File: src/rtl/quantum_scheduler_pkg.sv
// Shared types and constants for the multiprogramming quantum scheduler.
package quantum_sched_pkg;

  typedef enum logic {ST_OS, ST_RUN} schedState;

  localparam logic [1:0] SHIFT_HOLD = 2'd0;
  localparam logic [1:0] SHIFT_OS   = 2'd1;
  localparam logic [1:0] SHIFT_PROC = 2'd2;

  localparam int unsigned QUANTUM_DEFAULT = 500000;

endpackage

File: src/rtl/quantum_scheduler_if.sv
// Datapath-side handshake between the scheduler and the PC / memory shifter.
interface quantum_scheduler_if #(
  parameter int ADDR_W = 12
);

  logic              dispatch;
  logic              halt;
  logic [ADDR_W-1:0] pc_cur;
  logic              pc_stall;
  logic [ADDR_W-1:0] new_addr;
  logic              jump;
  logic              cs_req;
  logic [1:0]        shift_ctrl;

  modport master (
    output dispatch, halt, pc_cur, pc_stall,
    input  new_addr, jump, cs_req, shift_ctrl
  );

  modport slave (
    input  dispatch, halt, pc_cur, pc_stall,
    output new_addr, jump, cs_req, shift_ctrl
  );

endinterface

File: src/rtl/quantum_scheduler_rr_pick.sv
// Round-robin first-set finder: first ready slot strictly after rrPtr, wrapping.
module rr_pick #(
  parameter int NUM_PROC = 4,
  parameter int PID_W    = 2
) (
  input  logic [NUM_PROC-1:0] readyMask,
  input  logic [PID_W-1:0]    rrPtr,
  output logic [PID_W-1:0]    pick,
  output logic                any
);

  always_comb begin
    pick = '0;
    any  = 1'b0;
    // i == NUM_PROC lands back on rrPtr itself, so it is considered last
    for (int i = 1; i <= NUM_PROC; i++) begin
      if (!any && readyMask[(int'(rrPtr) + i) % NUM_PROC]) begin
        any  = 1'b1;
        pick = PID_W'((int'(rrPtr) + i) % NUM_PROC);
      end
    end
  end

endmodule

File: src/rtl/quantum_scheduler.sv
// Multiprogramming controller: per-process PC table, ready mask, round-robin dispatch, quantum preemption.
// Optional context-switch statistics counter under `QUANTUM_SCHED_STATS_EN.
//   state  | meaning
//   ST_OS  | OS code running; waits for dispatch of a ready slot
//   ST_RUN | process cur_pid running; counts quantum, watches halt
module quantum_scheduler
  import quantum_sched_pkg::*;
#(
  parameter int          NUM_PROC    = 4,
  parameter int          ADDR_W      = 12,
  parameter int          QUANTUM_W   = 32,
  parameter int unsigned QUANTUM_RST = QUANTUM_DEFAULT,
  parameter int          PID_W       = (NUM_PROC > 1) ? $clog2(NUM_PROC) : 1
) (
  input  logic                 clock,
  input  logic                 reset,
  input  logic                 cfg_quantum_we,
  input  logic [QUANTUM_W-1:0] cfg_quantum,
  input  logic                 cfg_mp_we,
  input  logic                 cfg_mp,
  input  logic                 cfg_os_we,
  input  logic [ADDR_W-1:0]    cfg_os_addr,
  input  logic                 load_we,
  input  logic [PID_W-1:0]     load_pid,
  input  logic [ADDR_W-1:0]    load_pc,
  quantum_scheduler_if.slave   bus,
  output logic [PID_W-1:0]     cur_pid,
  output logic [ADDR_W-1:0]    saved_pc,
  output logic [NUM_PROC-1:0]  ready_mask,
  output logic                 all_done,
  output logic [15:0]          cs_count
);

  schedState            state;
  logic [QUANTUM_W-1:0] quantumReg;
  logic                 mpReg;
  logic [ADDR_W-1:0]    osAddr;
  logic [ADDR_W-1:0]    pcTable [NUM_PROC];
  logic [NUM_PROC-1:0]  readyReg;
  logic [PID_W-1:0]     curPid;
  logic [PID_W-1:0]     rrPtr;
  logic [QUANTUM_W-1:0] count;
  logic [ADDR_W-1:0]    newAddrReg;
  logic                 jumpReg;
  logic                 csReqReg;
  logic [1:0]           shiftReg;
  logic [PID_W-1:0]     rrNext;
  logic                 rrAny;
  logic                 expire;

  rr_pick #(
    .NUM_PROC (NUM_PROC),
    .PID_W    (PID_W)
  ) u_rr_pick (
    .readyMask (readyReg),
    .rrPtr     (rrPtr),
    .pick      (rrNext),
    .any       (rrAny)
  );

  // >= rather than == so a quantum shrunk below the running count still expires
  assign expire = (state == ST_RUN) && mpReg && !bus.pc_stall &&
                  (count >= quantumReg - QUANTUM_W'(1));

  always_ff @(posedge clock or negedge reset) begin
    if (!reset) begin
      state      <= ST_OS;
      quantumReg <= QUANTUM_W'(QUANTUM_RST);
      mpReg      <= 1'b0;
      osAddr     <= '0;
      for (int i = 0; i < NUM_PROC; i++) pcTable[i] <= '0;
      readyReg   <= '0;
      curPid     <= '0;
      rrPtr      <= PID_W'(NUM_PROC - 1);
      count      <= '0;
      newAddrReg <= '0;
      jumpReg    <= 1'b0;
      csReqReg   <= 1'b0;
      shiftReg   <= SHIFT_HOLD;
    end else begin
      jumpReg  <= 1'b0;
      csReqReg <= 1'b0;
      shiftReg <= SHIFT_HOLD;

      if (cfg_quantum_we) quantumReg <= (cfg_quantum == '0) ? QUANTUM_W'(1) : cfg_quantum;
      if (cfg_mp_we)      mpReg      <= cfg_mp;
      if (cfg_os_we)      osAddr     <= cfg_os_addr;

      case (state)
        ST_OS: begin
          if (bus.dispatch && rrAny) begin
            curPid     <= rrNext;
            rrPtr      <= rrNext;
            newAddrReg <= pcTable[rrNext];
            jumpReg    <= 1'b1;
            shiftReg   <= SHIFT_PROC;
            count      <= '0;
            state      <= ST_RUN;
          end
        end
        ST_RUN: begin
          if (bus.halt) begin
            readyReg[curPid] <= 1'b0;
            pcTable[curPid]  <= bus.pc_cur;
            newAddrReg       <= mpReg ? osAddr : '0;
            jumpReg          <= 1'b1;
            shiftReg         <= SHIFT_OS;
            count            <= '0;
            state            <= ST_OS;
          end else if (expire) begin
            pcTable[curPid] <= bus.pc_cur;
            csReqReg        <= 1'b1;
            newAddrReg      <= osAddr;
            jumpReg         <= 1'b1;
            shiftReg        <= SHIFT_OS;
            count           <= '0;
            state           <= ST_OS;
          end else if (!mpReg) begin
            count <= '0;
          end else if (!bus.pc_stall) begin
            count <= count + QUANTUM_W'(1);
          end
        end
        default: state <= ST_OS;
      endcase

      // Placed last so a table load overrides a same-cycle save/clear of that slot
      if (load_we) begin
        pcTable[load_pid]  <= load_pc;
        readyReg[load_pid] <= 1'b1;
      end
    end
  end

`ifdef QUANTUM_SCHED_STATS_EN
  logic        switchFire;
  logic [15:0] csCnt;

  assign switchFire = (state == ST_RUN) && (bus.halt || expire);

  always_ff @(posedge clock or negedge reset) begin
    if (!reset) begin
      csCnt <= '0;
    end else if (switchFire && (csCnt != 16'hFFFF)) begin
      csCnt <= csCnt + 16'd1;
    end
  end

  assign cs_count = csCnt;
`else
  assign cs_count = 16'd0;
`endif

  assign bus.new_addr   = newAddrReg;
  assign bus.jump       = jumpReg;
  assign bus.cs_req     = csReqReg;
  assign bus.shift_ctrl = shiftReg;
  assign cur_pid        = curPid;
  assign saved_pc       = pcTable[curPid];
  assign ready_mask     = readyReg;
  assign all_done       = (readyReg == '0);

endmodule

File: src/flat_wrapper.sv
// flat-port wrapper written by rule: the top's interface ports become plain ports
module quantum_scheduler_flat import quantum_sched_pkg::*;
#(
  parameter int          NUM_PROC    = 4,
  parameter int          ADDR_W      = 12,
  parameter int          QUANTUM_W   = 32,
  parameter int unsigned QUANTUM_RST = QUANTUM_DEFAULT,
  parameter int          PID_W       = (NUM_PROC > 1) ? $clog2(NUM_PROC) : 1
)
  (clock, reset, cfg_quantum_we, cfg_quantum, cfg_mp_we, cfg_mp, cfg_os_we, cfg_os_addr, load_we, load_pid, load_pc, cur_pid, saved_pc, ready_mask, all_done, cs_count, bus_dispatch, bus_halt, bus_pc_cur, bus_pc_stall, bus_new_addr, bus_jump, bus_cs_req, bus_shift_ctrl);
  quantum_scheduler_if #(.ADDR_W(ADDR_W)) bus_i ();
  input  logic clock;
  input  logic reset;
  input  logic cfg_quantum_we;
  input  logic [QUANTUM_W-1:0] cfg_quantum;
  input  logic cfg_mp_we;
  input  logic cfg_mp;
  input  logic cfg_os_we;
  input  logic [ADDR_W-1:0] cfg_os_addr;
  input  logic load_we;
  input  logic [PID_W-1:0] load_pid;
  input  logic [ADDR_W-1:0] load_pc;
  output logic [PID_W-1:0] cur_pid;
  output logic [ADDR_W-1:0] saved_pc;
  output logic [NUM_PROC-1:0] ready_mask;
  output logic all_done;
  output logic [15:0] cs_count;
  input wire logic [$bits(bus_i.dispatch)-1:0] bus_dispatch;
  input wire logic [$bits(bus_i.halt)-1:0] bus_halt;
  input wire logic [$bits(bus_i.pc_cur)-1:0] bus_pc_cur;
  input wire logic [$bits(bus_i.pc_stall)-1:0] bus_pc_stall;
  output wire logic [$bits(bus_i.new_addr)-1:0] bus_new_addr;
  output wire logic [$bits(bus_i.jump)-1:0] bus_jump;
  output wire logic [$bits(bus_i.cs_req)-1:0] bus_cs_req;
  output wire logic [$bits(bus_i.shift_ctrl)-1:0] bus_shift_ctrl;
  assign bus_i.dispatch = bus_dispatch;
  assign bus_i.halt = bus_halt;
  assign bus_i.pc_cur = bus_pc_cur;
  assign bus_i.pc_stall = bus_pc_stall;
  assign bus_new_addr = bus_i.new_addr;
  assign bus_jump = bus_i.jump;
  assign bus_cs_req = bus_i.cs_req;
  assign bus_shift_ctrl = bus_i.shift_ctrl;
  quantum_scheduler #(.NUM_PROC(NUM_PROC), .ADDR_W(ADDR_W), .QUANTUM_W(QUANTUM_W), .QUANTUM_RST(QUANTUM_RST), .PID_W(PID_W)) u_core (.clock(clock), .reset(reset), .cfg_quantum_we(cfg_quantum_we), .cfg_quantum(cfg_quantum), .cfg_mp_we(cfg_mp_we), .cfg_mp(cfg_mp), .cfg_os_we(cfg_os_we), .cfg_os_addr(cfg_os_addr), .load_we(load_we), .load_pid(load_pid), .load_pc(load_pc), .bus(bus_i), .cur_pid(cur_pid), .saved_pc(saved_pc), .ready_mask(ready_mask), .all_done(all_done), .cs_count(cs_count));
endmodule
File: config.mk
export PLATFORM = sky130hd
export DESIGN_NAME = quantum_scheduler_flat
export DESIGN_NICKNAME = d
export VERILOG_FILES = /design/src/rtl/quantum_scheduler_pkg.sv /design/src/rtl/quantum_scheduler_if.sv /design/src/rtl/quantum_scheduler_rr_pick.sv /design/src/rtl/quantum_scheduler.sv /design/src/flat_wrapper.sv
export SDC_FILE = /design/constraint.sdc
export NUM_CORES = 1
export LEC_CHECK = 0
export CORE_ASPECT_RATIO = 0.75
export CORE_MARGIN = 2
export CORE_UTILIZATION = 40
export CTS_BUF_LIST = sky130_fd_sc_hd__clkbuf_4 sky130_fd_sc_hd__clkbuf_8
export DETAILED_ROUTE_END_ITERATION = 16
export PLACE_DENSITY = 0.6
export SYNTH_ARGS = -nofsm -noshare
export SYNTH_HDL_FRONTEND = slang
export SYNTH_HIERARCHICAL = 1
export SYNTH_SLANG_ARGS = --single-unit
File: constraint.sdc
create_clock -name clock -period 9 [get_ports clock]
set_input_delay 0.9 -clock clock [delete_from_list [all_inputs] [get_ports clock]]
set_output_delay 0.9 -clock clock [all_outputs]
set_load 0.01 [all_outputs]
# After elaboration in Yosys (flattened, before gate mapping)
# Cells that the tools add are included.
[totals] regBits=150 latchBits=0 ram_bits=0 romBits=0 inputBits=80 output_inout_bits=51 wordCells=142 n_memories=0
[classes] n_addsub=6 n_mul=0 div=0 n_lt_le_gt_ge=14 n_eq_ne=3 n_shift=0 muxes=68 n_bitwise=11 reduce_logical=24
[op_table] cell="$mux W32" n=6
[op_table] cell="$mux W48" n=4
[op_table] cell="$mux W12" n=10
[op_table] cell="$bwmux W48" n=2
[op_table] cell="$pmux W32 S2" n=1
[op_table] cell="$bmux W12 S2" n=2
[op_table] cell="$demux W12 S2" n=2
[op_table] cell="$add A32 B1 Y32 const B" n=1
[op_table] cell="$ge A32 B32 Y1" n=1
[op_table] cell="$logic_not A32 Y1" n=1
[op_table] cell="$sub A32 B1 Y32 const B" n=1
[op_table] cell="$pmux W12 S2" n=1
[op_table] cell="$mux W1" n=22
[op_table] cell="$lt A3 B4 Y1 const B" n=4
[op_table] cell="$mux W2" n=6
[op_table] cell="$mux W4" n=3
[op_table] cell="$logic_and A1 B1 Y1" n=11
[op_table] cell="$ge A3 B3 Y1 const B" n=3
[op_table] cell="$not A2 Y3" n=3
[op_table] cell="$bmux W1 S2" n=4
[op_table] cell="$reduce_or A2 Y1" n=4
[op_table] cell="$lt A2 B3 Y1 const B" n=2
[op_table] cell="$lt A3 B1 Y1 const B" n=2
[op_table] cell="$reduce_and A2 Y1" n=3
[op_table] cell="16 further kinds" n=27

# Longest topological paths before layout
# Gate-level depths: netlist of run 1.
[depth] word_depth=22 depth_mapped=18

# Cells and area by module
# The synthesis of run 1 kept the hierarchy.
[by_module_without_submodules] mod="quantum_scheduler" n_inst=1 cells_per_inst=943 area_each_um2=9117.5 seq_area_each_um2=3764.9
[by_module_without_submodules] mod="rr_pick" n_inst=1 cells_per_inst=14 area_each_um2=91.3 seq_area_each_um2=0.0

# Least setup slack after synthesis of run 1
# No wires, ideal clock.
[synth_timing] kind="flip-flop to flip-flop" start="reg u_core.quantumReg[11]" end="reg u_core.newAddrReg[10] (netlist: u_core/bus.new_addr[10])" setup_time_ns=0.125 t_arrival_ns=4.338 t_required_ns=8.875 setup_slack_ns=4.537 path_stages_with_launch=15 path_buffers=1 synth_period_minus_slack_ns=4.463 cell_sequence="dfrtp_1 or4_1 or3_1 or3_4 nor2_4 nand2_1 nor4_1 xnor2_1 ha_1 nand4_1 nor4_2 a21oi_4 o211ai_2 buf_2 mux2_2"
[synth_via] elab_chain_len=5
[synth_rtl] element="from (decl)" line_no="quantum_scheduler.sv:35" rtl="logic [QUANTUM_W-1:0] quantumReg;"
[synth_rtl] element="from (signal assigned)" line_no="quantum_scheduler.sv:68" rtl="quantumReg <= QUANTUM_W'(QUANTUM_RST);"
[synth_rtl] element="from (signal assigned)" line_no="quantum_scheduler.sv:85" rtl="if (cfg_quantum_we) quantumReg <= (cfg_quantum == '0) ? QUANTUM_W'(1) : cfg_quantum;"
[synth_rtl] element="$sub A32 B1 Y32" line_no="quantum_scheduler.sv:63" rtl="(count >= quantumReg - QUANTUM_W'(1));"
[synth_rtl] element="$ge A32 B32 Y1" line_no="quantum_scheduler.sv:63"
[synth_rtl] element="$logic_and A1 B1 Y1" line_no="quantum_scheduler.sv:62" rtl="assign expire = (state == ST_RUN) && mpReg && !bus.pc_stall &&"
[synth_rtl] element="$ne A3 B3 Y1 (no line)"
[synth_rtl] element="$reduce_and A2 Y1 (no line)"
[synth_rtl] element="to (signal assigned)" line_no="quantum_scheduler.sv:94" rtl="newAddrReg <= pcTable[rrNext];"
[synth_rtl] element="to (signal assigned)" line_no="quantum_scheduler.sv:105" rtl="newAddrReg <= mpReg ? osAddr : '0;"
[synth_rtl] element="to (signal assigned)" line_no="quantum_scheduler.sv:113" rtl="newAddrReg <= osAddr;"
[synth_rtl] element="to (decl)" line_no="quantum_scheduler.sv:43" rtl="logic [ADDR_W-1:0] newAddrReg;"
# Every way passes these cells.
# A chain may end at the register's enable or synchronous reset.

# Worst setup path after layout of run 1
[layout_timing] start="reg u_core.quantumReg[9]" end="reg u_core.newAddrReg[10] (netlist: u_core/bus.new_addr[10])"
# The elaborated chain is that of the path after synthesis.

==> results of run 1 <==
routing by layer:
| layer | GRT usage [%] | vias up | share of wire, % |
|---|---|---|---|
| met5 | 2.71 | - | 0.34 |
| met4 | 5.38 | 2 | 0.96 |
| met3 | 5.92 | 27 | 8.1 |
| met2 | 29.4 | 317 | 40 |
| met1 | 35.5 | 3881 | 51 |
| li1 | - | 3731 | - |
metrics by stage:
stage | hold WS (ns) | worst slack, ns | utilization (%) | area [sq um]
5_1_grt | 0.507 | 3.22 | 48.1 | 11000
4_1_cts | 0.493 | 3.71 | 48.1 | 11000
3_3_place_gp | 0.474 | 3.83 | 46.1 | 10500
6_report | 0.471 | 3.65 | 48.1 | 11000
3_5_place_dp | 0.479 | 3.72 | 46.1 | 10500
2_1_floorplan | 0.457 | 4.54 | - | 9270
cell usage in the layout, fill, tap and decap left out, drive strengths merged, types with 21 or more instances in the layout:
cell           instances
a31oi                 96
and3                  21
clkdlybuf4s50        113
dfrtp                141
ha                    34
inv                   29
mux2                  54
mux4                  24
nand2                 65
nand3                 75
nor2                  82
nor4                  21
o21ai                 73
xnor2                 22
worst max-delay path by stage:
| stage | startpoint | cells after the start | slack [ns] | end |
|---|---|---|---|---|
| after floorplan | u_core/quantumReg[11] | 14 | 4.54 | u_core/bus.new_addr[10] |
| after global placement | u_core/quantumReg[11] | 14 | 3.83 | u_core/bus.new_addr[5] |
| after detailed placement | u_core/quantumReg[11] | 14 | 3.72 | u_core/bus.new_addr[3] |
| after CTS | u_core/quantumReg[11] | 14 | 3.71 | u_core/bus.new_addr[10] |
| after global routing | u_core/quantumReg[11] | 14 | 3.22 | u_core/bus.new_addr[10] |
| final | u_core/quantumReg[9] | 14 | 3.65 | u_core/bus.new_addr[10] |
report_power, final:
group	internal, uW	switching [uW]
Sequential	847	153
Combinational	592	539
Clock	311	283
logic make-up (layout without fill, tap and decap cells):
kind of cell    count (synthesis)  after routing  synth area share (%)
flops                         150            150                  40.9
simple gates                  348            348                  19.5
buf+inv                        98            185                  4.93
fa+ha+maj                      34             34                  4.62
other cells                     1             16                0.0407
compound gates                216            216                  14.5
mux                            81             81                  12.8
xor+xnor                       29             29                  2.76
sequential cells by signal (all words and copies together) (netlist names):
name / count
u_core/bus.cs_req: 1
u_core/bus.jump: 1
u_core/bus.new_addr: 12
u_core/bus.shift_ctrl: 2
u_core/count: 32
u_core/cur_pid: 2
u_core/mpReg: 1
u_core/osAddr: 12
u_core/pcTable: 48
u_core/quantumReg: 32
u_core/ready_mask: 4
u_core/rrPtr: 2
u_core/state: 1
layout make-up:
class                      instances  area share, %
clock buffer                      18           2.26
clock inverter                    14           1.78
inverter                          26          0.889
multi-input combinational        724           46.0
sequential                       150           34.3
tap                              300           3.42
timing repair buffer             127           11.3
==> run summary, run 1 <==
Setup slack of the worst register-to-register path: 3.65 ns. The smallest clock period supported by the final layout is computed as 5.35 ns. Setup repair after global routing left no endpoint under its margin. The critical path data required time was 9.35 ns; the number of global-route vias before repair was 7391. The die covers 24300 sq um.

In this run, post-CTS hold repair placed 0 buffers. Gates resized during post-CTS repair numbered 0. The run gives 0.00450 uW as the standby leakage power. CTS placed an instance of sky130_fd_sc_hd__clkbuf_8 at the clock tree root. The top-area cell type share of the netlist area came out at 38.3%. The signal on the critical path passes through or4_1 -> or3_1 -> or3_4 -> nor2_4 -> nand2_1 -> nor4_1 -> xnor2_1 -> ha_1 -> nand4_1 -> nor4_2 -> a21oi_4 -> buf_4 -> o211ai_2 -> mux2_2.

The run gives 2730 uW as the overall power. Compared with the post-synthesis result, the final layout area differs by 19.1%. The kind of critical path was register to register. For the pin count of the biggest net entering global routing, the log shows 95. The clock buffer count from CTS was 17; the final non-filler cell total was 1359.

Max-cap violations in this run came to 0. The worst pin sits at a relative slew slack of 23.4%. In the final routed layout, each cell accounts on average for 19.5 microns.

The run gives 5 as the number of detailed-route iterations in the first pass. The logs give 0 for the number of setup violations in the final report and 5.70 ns for the endpoint arrival time on the critical path. Among all stages on the critical path, the largest delay is contributed by sky130_fd_sc_hd__nor4_2. The fmax is 187 MHz, and the largest stage delay on the critical path is 0.79 ns.

The share of flip-flops with an asynchronous set or reset after synthesis was 100%. The end of the worst register-to-register path is u_core/bus.new_addr[10]. In this run the critical register-to-register path is launched from u_core/quantumReg[9]. The worst setup path is captured at a register. The run gives 150 as the count of clock tree sinks.

For this design the ratio of total power to cell area is 248 nW/um^2. The initial utilization of the core area, before any placement, comes to 40.4%. The wire length of the first global-routing pass is 41.7 mm, and the yosys synthesis warning count is 6. Core area: 22800 sq um. The floorplan step set the die height to 135 microns. The logs give 22.4% for the overall routing resource usage and 0 for the final antenna diode count.

TritonCTS built the clock tree. The count of nets left with antenna violations once routing finished came out at 0. Counting cells, the worst reg-to-reg path comes to 14. For this block, the initial DRC count from the detailed router was 832.

The weighted congestion reported at the end of routability-driven placement was 0.823. Among all cell types in the netlist, the one instantiated most often is sky130_fd_sc_hd__dfrtp_1. In the routed layout, each cell is associated on average with a via count of 5.86. The net count of the finished layout is 1160. The distinct cell type count after synthesis was 62.

In the final layout, the multi-input gates occupy 5050 sq um. The mean instance size in the synthesized netlist was 9.62 sq um; the synthesized netlist cell count was 957. The tools report the number of antenna violations at the first check in global routing as 0. Registers take 3760 sq um. Ranked by total cell area, the synthesized netlist is headed by sky130_fd_sc_hd__dfrtp_1 38%, sky130_fd_sc_hd__mux2_2 6.6%, sky130_fd_sc_hd__a31oi_1 6.5%. The clock transition time at the flip-flop clock pins of the worst setup and hold paths was 0.10 ns.

Biggest area consumer among synthesized cells: sky130_fd_sc_hd__dfrtp_1. Counting flops and latches in the post-synthesis netlist gives 150. The most instantiated flip-flop cell in the synthesis netlist is sky130_fd_sc_hd__dfrtp_1. The part of the cycle the worst path needs is 59.5%, and the standard-cell row count is 48. For the pin with the worst max-slew slack, the measured transition is 1.14 ns.

Netlist area before placement: 9210 sq um. 131 I/O pins were placed. Once placement completed, the tool counted placed cells totaling 1327.

The max-slew violation total from the final report came out at 0. The tools report the number of hold-slack violations in the final timing report as 0. Ranked by instance count, the synthesized netlist is headed by 141 x sky130_fd_sc_hd__dfrtp_1, 96 x sky130_fd_sc_hd__a31oi_1, 81 x sky130_fd_sc_hd__nor2_1.

The worst setup path is launched from a register. Across the routed clock network, the largest skew measured is 0.0166 ns. The post-detailed-routing wire length came out at 26.6 mm. The flow ran to the end, and the final reports show no timing, DRC or antenna violations. The port buffer count is 114, and the horizontal extent of the die is 179 microns. The later pin in the worst-skew pair is clocked with a latency of 0.47 ns. The sequential-to-total area share from yosys stat came out at 40.9%. Once the clock tree was built, the setup fixing pass inserted 0 buffers. The logs give 0 for the number of DRC violations after detailed routing and 2190 for the filler cell count. The logs give 2 for the clock tree buffer depth and 4 for the H-tree level count. Of the cells placed in the final design, the portion with a size suffix greater than 1 is 14.2%. The placed wire-length estimate was 18.1 mm; the total negative slack was 0 ns. The min-delay analysis places its worst path in the category primary input to asynchronous set/reset pin. The worst ir drop on vdd is 0.126 mV, and the number of buffer and inverter instances along the worst setup path is 1.

The routed layout has 7958 vias. In this run the worst path has a maximum fanout of 63. In this design, the largest share of critical-path delay is due to simple AND/OR/NAND/NOR gates.

The number of synthesized flops with an enable pin was 0; the sum of overflow across all layers after global routing was 0.
Note: power is estimated with default switching activity, not from simulation.
==> inputs of run 2 (changes only) <==
==> constraint.sdc (replaced) <==
create_clock -name clock -period 5.3 [get_ports clock]
set_input_delay 0.53 -clock clock [delete_from_list [all_inputs] [get_ports clock]]
set_output_delay 0.53 -clock clock [all_outputs]
set_load 0.01 [all_outputs]
==> run 2 against run 1 <==
Count of clock-buffer cells in the layout unchanged. Worst hold slack lost 0.33 ns. Clock skew increased by 0.0065 ns. Maximum frequency grew 11%. Register-to-register slack lost 3.2 ns.
==> run summary, run 2 (same netlist as run 1, synthesis figures left out) <==
Normalized max-slew margin: 23.1%. Based on the critical path, the design can be clocked at up to 207 MHz. The tools report the number of hold-slack violations in the final timing report as 0. For this run, design rule violations remaining after detail routing come to 0.

At the pin with the least slew margin, the transition time is 1.14 ns. After floorplanning, the core was divided into 48 placement rows. Relative to the synthesized area, the layout overhead comes to 18.6%. In the final routed layout, each cell accounts on average for 19.3 microns.

The setup slack of the worst register-to-register path is 0.46 ns. The H-tree level count is 4, and the overall power is 4490 uW. u_core/pcTable holds more flip-flops than any other register. For this design the ratio of total power to cell area is 411 nW/um^2.

The logs give 103 for the pin count of the biggest net entering global routing and 18.0 mm for the placed wire-length estimate. The tools report the launch instance of the worst register-to-register path as u_core/quantumReg[11]. The worst setup path is captured at a register. Setup repair after global routing left no endpoint under its margin. Input and output buffers added on the ports amount to 114.

The startpoint class of the critical path is a register. The run finished with clean final reports. The number of global-route vias before repair is 7377, and the max-slew violation total from the final report is 0. The logs give 0 for the post-CTS setup buffer count and 0 for the number of routed nets with antenna violations. Once placement finished, the instance area stood at 10500 sq um. The shortest period the worst path allows is 4.84 ns, and the weighted congestion reported at the end of routability-driven placement is 0.823. In the final layout, the registers with the most flip-flops are u_core/pcTable (48), u_core/count (32), u_core/quantumReg (32). Leaving out fill and tap cells, the most frequent cell in the layout is sky130_fd_sc_hd__dfrtp_1. The count of clock tree sinks was 150.

The clock tree buffer depth is 2, and the number of cells traversed by the worst register-to-register path is 16. The logs give 0 for the number of antenna violations at the first check in global routing and 22.0% for the overall routing resource usage. The final antenna diode count was 0. For the worst slack on hold paths, the log shows 0.141 ns.

The number of DRC markers in iteration 0 is 901, and the maximum fanout count along the critical path is 56. Worst clock skew: 0.0231 ns. The proportion of layout cells with a drive suffix above 1 works out to 14.2%. After detailed routing, the total wire length is 26.3 mm.

The tools report the number of vias in the routed layout as 8021. The CTS root buffer was sky130_fd_sc_hd__clkbuf_8. The worst register-to-register path ends at u_core/count[26]. The path class of the tightest hold or removal check is primary input to asynchronous set/reset pin. The wire length of the first global-routing pass is 41.5 mm, and the number of setup violations in the final report is 0. For this design the static power due to leakage is 0.00449 uW. The initial utilization of the core area, before any placement, comes to 40.4%. For the area of all placed cells without fillers, the log shows 10900 sq um. The part of the cycle the worst path needs was 91.3%. TritonCTS built the clock tree. In the routed layout, each cell is associated on average with a via count of 5.90. In this run the worst setup path begins at u_core/quantumReg[11]. For the die outline area, the log shows 24300 sq um. The total overflow left after global routing is 0.

At the worst endpoint, the required time is 5.67 ns. Clock-pin slew was measured on the worst setup and hold paths at 0.10 ns. The register with the most flip-flops in the layout has 48 of them. The tool flagged a number of max-cap violations equal to 0. In the layout the commonest cells are 141 x sky130_fd_sc_hd__dfrtp_1, 113 x sky130_fd_sc_hd__clkdlybuf4s50_1, 96 x sky130_fd_sc_hd__a31oi_1.

The clock network latency to the later pin of the worst-skew pair came out at 0.47 ns. The logs give 0.161 mV for the worst ir drop on vdd and 17 for the clock buffer count from CTS. The number of detailed-route iterations in the first pass was 5; the total negative slack was 0 ns.

The die is 179 microns wide. Cells fill 47.9% of the core in the end. The run gives 1160 as the final-stage net count.

The kind of critical path was register to register. In this run the count of I/O pins placed on the die edge is 131. The endpoint arrival time on the critical path was 5.20 ns. The core area is 22800 sq um, and the die height is 135 microns.
-- run 2: changes by cell type in the layout (fill, tap and decap cells not counted), moves of 2 or more --
cell / delta
sky130_fd_sc_hd__clkinvlp_4: -3
sky130_fd_sc_hd__clkinv_2: -2
sky130_fd_sc_hd__bufinv_16: -4
sky130_fd_sc_hd__clkinv_4: +4
sky130_fd_sc_hd__inv_8: +4
-- run 2: area by class of cell --
type                    count  area, sq um
clock buffers              18          248
clock inverters            14          131
fillers                  2147        11900
inverters                  26         97.6
multi-input cells         724         5060
flip-flops and latches    150         3760
well taps                 300          375
repair buffers            127         1240
-- run 2: power breakdown --
group	total, uW	internal (uW)	switching [uW]
Sequential	1750	1440	311
Combinational	1850	1000	849
Clock	886	359	528
Total	4490	2800	1690
-- run 2: stage by stage --
stage / setup WS, ns / instances
6_report: 0.461 / 1359
5_1_grt: 0.0781 / 1359
4_1_cts: 0.389 / 1359
3_5_place_dp: 0.425 / 1327
3_3_place_gp: 0.536 / 1327
2_1_floorplan: 0.837 / 972
-- run 2: metal layers --
metal  vias up  routed length [microns]  track usage (%)
met3        16                     2010             4.43
met1      3960                    13300             35.8
li1       3736                        -                -
met4         0                      181             4.03
met2       309                    10700             29.9
met5         -                        0                0
-- run 2: worst max path at each step --
stage,endpoint,slack [ns],cells after the start
floorplan,u_core/bus.new_addr[10],0.84,14
global placement,u_core/bus.new_addr[5],0.54,15
detailed placement,u_core/bus.new_addr[5],0.42,15
CTS,u_core/bus.new_addr[5],0.39,15
global route,u_core/count[30],0.08,16
finish,u_core/count[26],0.46,16
-- run 2: what timing repair did --
item,in CTS,in global routing
resized for setup,0,2
hold buffers,0,0
hold endpoints to repair,0,0
endpoints found under the setup margin,0,15
-- run 2: critical path, stage by stage, from the launching register on --
cell	delay [ns]
sky130_fd_sc_hd__dfrtp_1	0.42
sky130_fd_sc_hd__or4_1	0.58
sky130_fd_sc_hd__or3_1	0.38
sky130_fd_sc_hd__or3_4	0.38
sky130_fd_sc_hd__nor2_4	0.13
sky130_fd_sc_hd__nand2_1	0.08
sky130_fd_sc_hd__nor4_1	0.25
sky130_fd_sc_hd__xnor2_1	0.16
sky130_fd_sc_hd__ha_1	0.27
sky130_fd_sc_hd__nand4_1	0.19
sky130_fd_sc_hd__nor3_1	0.09
sky130_fd_sc_hd__a221o_1	0.32
sky130_fd_sc_hd__a211o_1	0.40
sky130_fd_sc_hd__a21oi_4	0.33
sky130_fd_sc_hd__buf_6	0.40
sky130_fd_sc_hd__a41oi_1	0.17
sky130_fd_sc_hd__a31oi_1	0.19
